===== src/rtl/mips_timer.sv =====
// -----------------------------------------------------------------------------
// mips_timer
//
// Memory-mapped countdown timer on the CPU bridge. Software loads PRESET and
// enables the timer through CTRL. The timer reloads COUNT from PRESET, counts
// down to zero and raises an interrupt. The interrupt is held in one-shot mode
// and is a one-cycle pulse with automatic reload in periodic mode. irq drives
// HWInt[0] of the coprocessor-0 exception unit.
//
// Register map (addr[3:2]):
//   0 CTRL   [0] EN, [2:1] MODE (01 periodic, else one-shot), [3] IM
//            [7:4] P (prescale limit, only with TIMER_PRESCALE_EN)
//   1 PRESET reload value
//   2 COUNT  live count, read-only
//   3 --     reads 0, writes ignored
//
// Ports:
//   clk    in   system clock, rising edge
//   reset  in   asynchronous active-high reset
//   we     in   bus write enable
//   addr   in   byte address, only addr[3:2] decoded
//   din    in   bus write data
//   dout   out  bus read data (combinational)
//   irq    out  interrupt request, CTRL.IM & internal irq flag
//
// Optional feature macro: TIMER_PRESCALE_EN
//   When defined, CTRL[7:4] = P is a prescale limit; in CNT the count only
//   advances once every P+1 cycles. When undefined, CTRL[7:4] reads 0 and the
//   count advances every CNT cycle.
// -----------------------------------------------------------------------------
module mips_timer #(
  parameter logic [31:0] INIT_PRESET = 32'h0
) (
  input  logic        clk,
  input  logic        reset,
  input  logic        we,
  input  logic [31:0] addr,
  input  logic [31:0] din,
  output logic [31:0] dout,
  output logic        irq
);

  typedef enum logic [1:0] {
    ST_IDLE = 2'd0,
    ST_LOAD = 2'd1,
    ST_CNT  = 2'd2,
    ST_INT  = 2'd3
  } state_e;

  typedef enum logic [1:0] {
    REG_CTRL   = 2'd0,
    REG_PRESET = 2'd1,
    REG_COUNT  = 2'd2,
    REG_NONE   = 2'd3
  } reg_sel_e;

  localparam logic [1:0] MODE_PERIODIC = 2'b01;

  // ---------------------------------------------------------------------------
  // State
  // ---------------------------------------------------------------------------
  state_e      state_q,    state_d;
  logic        en_q,       en_d;
  logic [1:0]  mode_q,     mode_d;
  logic        im_q,       im_d;
  logic [31:0] preset_q,   preset_d;
  logic [31:0] count_q,    count_d;
  logic        irq_flag_q, irq_flag_d;

  reg_sel_e    sel;
  logic        cfg_write;   // write to CTRL or PRESET: restarts the sequence
  logic        tick;        // count may advance this CNT cycle
  logic [3:0]  ctrl_p;      // CTRL[7:4] as seen on reads

`ifdef TIMER_PRESCALE_EN
  logic [3:0]  psc_lim_q, psc_lim_d;
  logic [3:0]  psc_q,     psc_d;

  assign tick   = (psc_q == psc_lim_q);
  assign ctrl_p = psc_lim_q;
`else
  assign tick   = 1'b1;
  assign ctrl_p = 4'h0;
`endif

  assign sel       = reg_sel_e'(addr[3:2]);
  assign cfg_write = we && ((sel == REG_CTRL) || (sel == REG_PRESET));

  // Only addr[3:2] is decoded and only the low CTRL bits are stored.
  logic unused_bits;
`ifdef TIMER_PRESCALE_EN
  assign unused_bits = ^{addr[31:4], addr[1:0], din[31:8]};
`else
  assign unused_bits = ^{addr[31:4], addr[1:0], din[31:4]};
`endif

  // ---------------------------------------------------------------------------
  // State register
  // ---------------------------------------------------------------------------
  // NOTE: every register here is a small control/data flop, so all of them get
  // an asynchronous reset value; sequential state is only ever assigned with
  // non-blocking assignments so that all flops sample the same pre-edge values.
  always_ff @(posedge clk or posedge reset) begin
    if (reset) begin
      state_q    <= ST_IDLE;
      en_q       <= 1'b0;
      mode_q     <= 2'b00;
      im_q       <= 1'b0;
      preset_q   <= INIT_PRESET;
      count_q    <= 32'h0;
      irq_flag_q <= 1'b0;
`ifdef TIMER_PRESCALE_EN
      psc_lim_q  <= 4'h0;
      psc_q      <= 4'h0;
`endif
    end else begin
      state_q    <= state_d;
      en_q       <= en_d;
      mode_q     <= mode_d;
      im_q       <= im_d;
      preset_q   <= preset_d;
      count_q    <= count_d;
      irq_flag_q <= irq_flag_d;
`ifdef TIMER_PRESCALE_EN
      psc_lim_q  <= psc_lim_d;
      psc_q      <= psc_d;
`endif
    end
  end

  // ---------------------------------------------------------------------------
  // Next-state logic: FSM step first, then a CTRL/PRESET bus write overrides it
  // ---------------------------------------------------------------------------
  always_comb begin
    // NOTE: every variable starts from its hold value so that no path through
    // the case statements leaves one unassigned (which would infer a latch).
    state_d    = state_q;
    en_d       = en_q;
    mode_d     = mode_q;
    im_d       = im_q;
    preset_d   = preset_q;
    count_d    = count_q;
    irq_flag_d = irq_flag_q;
`ifdef TIMER_PRESCALE_EN
    psc_lim_d  = psc_lim_q;
    psc_d      = psc_q;
`endif

    unique case (state_q)
      ST_IDLE: begin
        if (en_q) state_d = ST_LOAD;
      end

      ST_LOAD: begin
        count_d = preset_q;
`ifdef TIMER_PRESCALE_EN
        psc_d   = 4'h0;
`endif
        state_d = ST_CNT;
      end

      ST_CNT: begin
        if (!en_q) begin
          // Disable freezes COUNT; re-enabling goes through LOAD again.
          state_d = ST_IDLE;
        end else begin
`ifdef TIMER_PRESCALE_EN
          psc_d = tick ? 4'h0 : psc_q + 4'h1;
`endif
          if (tick) begin
            // Zero is terminal: the count never wraps below it.
            if (count_q != 32'h0) begin
              count_d = count_q - 32'h1;
            end else begin
              irq_flag_d = 1'b1;
              state_d    = ST_INT;
            end
          end
        end
      end

      ST_INT: begin
        if (mode_q == MODE_PERIODIC) begin
          // Drop the flag after one cycle; EN stays set, so IDLE reloads.
          irq_flag_d = 1'b0;
        end else begin
          // One-shot: keep the flag asserted and stop the timer.
          en_d = 1'b0;
        end
        state_d = ST_IDLE;
      end

      default: state_d = ST_IDLE;
    endcase

    // A configuration write wins over whatever the FSM did this cycle,
    // including any COUNT update.
    if (cfg_write) begin
      state_d    = ST_IDLE;
      irq_flag_d = 1'b0;
      count_d    = count_q;
`ifdef TIMER_PRESCALE_EN
      psc_d      = 4'h0;
`endif
      if (sel == REG_CTRL) begin
        en_d      = din[0];
        mode_d    = din[2:1];
        im_d      = din[3];
`ifdef TIMER_PRESCALE_EN
        psc_lim_d = din[7:4];
`endif
      end else begin
        // PRESET only takes effect at the next LOAD.
        preset_d = din;
      end
    end
  end

  // ---------------------------------------------------------------------------
  // Outputs: read mux and masked interrupt
  // ---------------------------------------------------------------------------
  always_comb begin
    dout = 32'h0;
    unique case (sel)
      REG_CTRL:   dout = {24'h0, ctrl_p, im_q, mode_q, en_q};
      REG_PRESET: dout = preset_q;
      REG_COUNT:  dout = count_q;
      REG_NONE:   dout = 32'h0;
      default:    dout = 32'h0;
    endcase

    irq = im_q & irq_flag_q;
  end

endmodule

===== config.mk =====
export PLATFORM = sky130hd
export DESIGN_NAME = mips_timer
export DESIGN_NICKNAME = d
export VERILOG_FILES = /design/src/rtl/mips_timer.sv
export SDC_FILE = /design/constraint.sdc
export NUM_CORES = 1
export LEC_CHECK = 0
export BUFFER_PORTS_ARGS = -buffer_cell sky130_fd_sc_hd__buf_2
export CAP_MARGIN = 20
export CORE_MARGIN = 2
export CORE_UTILIZATION = 40
export CTS_CLUSTER_SIZE = 20
export DETAILED_ROUTE_END_ITERATION = 8
export PLACE_DENSITY_LB_ADDON = 0.12
export SYNTH_ARGS = -nofsm -noshare
export SYNTH_HDL_FRONTEND = slang
export SYNTH_SLANG_ARGS = --single-unit

===== constraint.sdc =====
create_clock -name clk -period 2.9 [get_ports clk]
set_clock_uncertainty 0.2 [all_clocks]
set_input_delay 0.145 -clock clk [delete_from_list [all_inputs] [get_ports clk]]
set_output_delay 0.145 -clock clk [all_outputs]
set_load 0.005 [all_outputs]

==> qor.yml <==
pwr:
  ir_drop_mv: 0.302
  powerDensity_nw_per_um2: 763
  power_mw: 3.92
  p_leak_nw: 2.20
global_route:
  grt_pass1_vias: 3664
  grt_start_max_net_pins: 46
  grt_overflow: 0
  antenna_found_initial: 0
  grt_util_all_layers_pct: 21.3
  grt_pass1_wl_mm: 18.9
timing:
  slew_headroom_pct: 51.2
  finalCriticalPeriod_ns: 2.62
  fin_worst_hold_slack_ns: 0.0409
  drv_slew: 0
  finalHoldViolCount: 0
  post-route-period-util_pct: 90.5
  finalSetupViolCount: 0
  tightest_slew_ns: 0.731
  fmax_mhz: 381
  rsz0062_at_grt: "no"
  fin_setup_tns_ns: 0
detailed_routing:
  vias_per_cell: 5.77
  wl_per_cell_um: 17.4
  ant_nets: 0
  first_pass_iters: 4
  wl_mm: 11.3
  drtIter0Drc: 175
  post-route-drc-count: 0
  via_count: 3739
synthesis:
  yosysSeqAreaShare_pct: 43.9
  postSynth.asyncResetShare_pct: 100
  synthCells: 409
  synth-edff-count: 0
  synth-main-ff-cell: "dfrtp_1"
  syn_area_um2: 4050
  yosysWarnings: 0
  synth_area_leaders: "dfrtp_1 (44%), mux2_2 (9.7%), a22o_1 (6.3%)"
  syn_nets: 477
  synthTopCellsByCount: "dfrtp_1 (71), mux2_2 (35), nand2_1 (35), a22o_1 (29), a21oi_1 (26)"
  ys_ff_latch: 71
  synth_top_area_share_pct: 43.9
  yosysUniqueCellTypes: 58
  postSynthAreaPerCell_um2: 9.90
  synth_top_area_cell: "dfrtp_1"
  synth_most_common_cell: "dfrtp_1"
clock_network:
  clockBufferDepth: 2
  clock_latency_ns: 0.35
  clk_pin_slew_ns: 0.08
  cts_buffers: 9
  cts_max_level: 3
  cts-root-buf: "clkbuf_8"
  cts_tree: "done"
  clkSinkCount: 71
floorplanning:
  row_count: 36
  die_w_um: 105
  core_um2: 9820
  io_pins: 100
  fp.dieH_um: 105
  initial_core_util_pct: 41.2
  die_area_um2: 10900
critical_path:
  crit_chain: "or4_1, nor4_1, and4_1, nor2_2, a32o_1"
  critPathMaxStageDelay_ns: 0.69
  worst_path_max_delay_cell: "or4_1"
  ff2ff_setup_slack_ns: 0.28
  cp.arrival_ns: 2.66
  cp_max_fo: 14
  cp-start-kind: "register"
  end_kind: "register"
  path_class: "register to register"
  required_ns: 2.94
cells_and_area:
  final_layout_size_suffix_gt1_share_pct: 30.3
  area_growth_pct: 26.8
  stdcell_count: 648
  diodes: 0
  nFillCells: 949
  finalNetCount: 578
min_path:
  hold_class: "primary input to register"
placement:
  port_buffers: 69
  gp_congestion: 0.858
  place_inst: 598
  dp_hpwl_mm: 7.48
run:
  cap_viol_max_count: 0
outcome:
  outcome: "finished clean"
worst paths after layout:
kind,start,end,cells after the start
worst min-delay path,addr[2],en_q$_DFF_PP0_,4
max in group asynchronous,reset,count_q[28]$_DFFE_PP0P_,4
worst min register to register,preset_q[8]$_DFFE_PP0P_,preset_q[8]$_DFFE_PP0P_,1
min in group asynchronous,reset,preset_q[6]$_DFFE_PP0P_,3
worst max register to register,count_q[25]$_DFFE_PP0P_,count_q[17]$_DFFE_PP0P_,5
worst max-delay path,count_q[25]$_DFFE_PP0P_,count_q[17]$_DFFE_PP0P_,5
flip-flops by register name, indices dropped and copies added (netlist names):
name	flops
count_q	32
preset_q	32
mode_q	2
state_q	2
en_q	1
im_q	1
irq_flag_q	1
critical path: cells and delay by family (launching register included):
family             cells  cell delay [ns]
AOI/OAI and AO/OA      1             0.27
DFF                    1             0.46
and+or+nand+nor        4             1.58
stage by stage:
step           utilization (%)  worst slack [ns]  instance area (µm²)
3_5_place_dp              46.8             0.329                 4590
4_1_cts                   52.3             0.305                 5130
2_1_floorplan                -             0.455                 4050
5_1_grt                   52.3             0.146                 5130
6_report                  52.3             0.275                 5130
3_3_place_gp              46.8             0.350                 4590
routing by layer:
layer | global-route usage, % | wire [µm] | vias up
met5 | 0 | 0 | -
met4 | 4.57 | 98 | 0
met3 | 3.99 | 534 | 10
met2 | 35.6 | 5470 | 100
met1 | 29.1 | 5200 | 1858
li1 | - | - | 1771
area by class of cell:
| cell class | instances | area, µm² | area share (%) |
|---|---|---|---|
| flip-flops and latches | 71 | 1780 | 34.6 |
| well taps | 133 | 166 | 3.24 |
| inverters | 5 | 18.8 | 0.366 |
| multi-input cells | 302 | 2130 | 41.4 |
| repair buffers | 121 | 846 | 16.5 |
| clock buffers | 11 | 141 | 2.75 |
| clock inverters | 5 | 57.6 | 1.12 |
where the power goes:
group | leakage [nW] | internal, mW | switching, mW | total, mW
sequential | 0.852 | 1.31 | 0.421 | 1.73
clock | 0.103 | 0.421 | 0.389 | 0.810
combinational | 1.24 | 0.665 | 0.713 | 1.38
total | 2.20 | 2.40 | 1.52 | 3.92
cell families after synthesis:
family / after synthesis / synth area share, %
AOI/OAI and AO/OA: 135 / 23.8
and+or+nand+nor: 127 / 17.5
DFF: 71 / 43.9
muxes: 39 / 10.7
buffers and inverters: 36 / 3.77
adders and majority gates: 1 / 0.309
cells in the final DEF, fill, tap and decap left out, types with 11 or more instances in the layout:
| cell type | count |
|---|---|
| mux2_2 | 35 |
| a21oi_1 | 26 |
| nor2_1 | 14 |
| buf_2 | 69 |
| a22o_1 | 29 |
| buf_4 | 16 |
| nand2_1 | 35 |
| nand3_1 | 11 |
| dlygate4sd3_1 | 34 |
| dfrtp_1 | 71 |
| o21ai_0 | 22 |
timing repair:
item,4_1_cts,5_1_grt
hold endpoints to repair,70,0
endpoints found under the setup margin,0,0
hold buffers,34,0
gates resized for setup,0,0
buffers inserted,0,0
(Power assumes the default switching activity.)
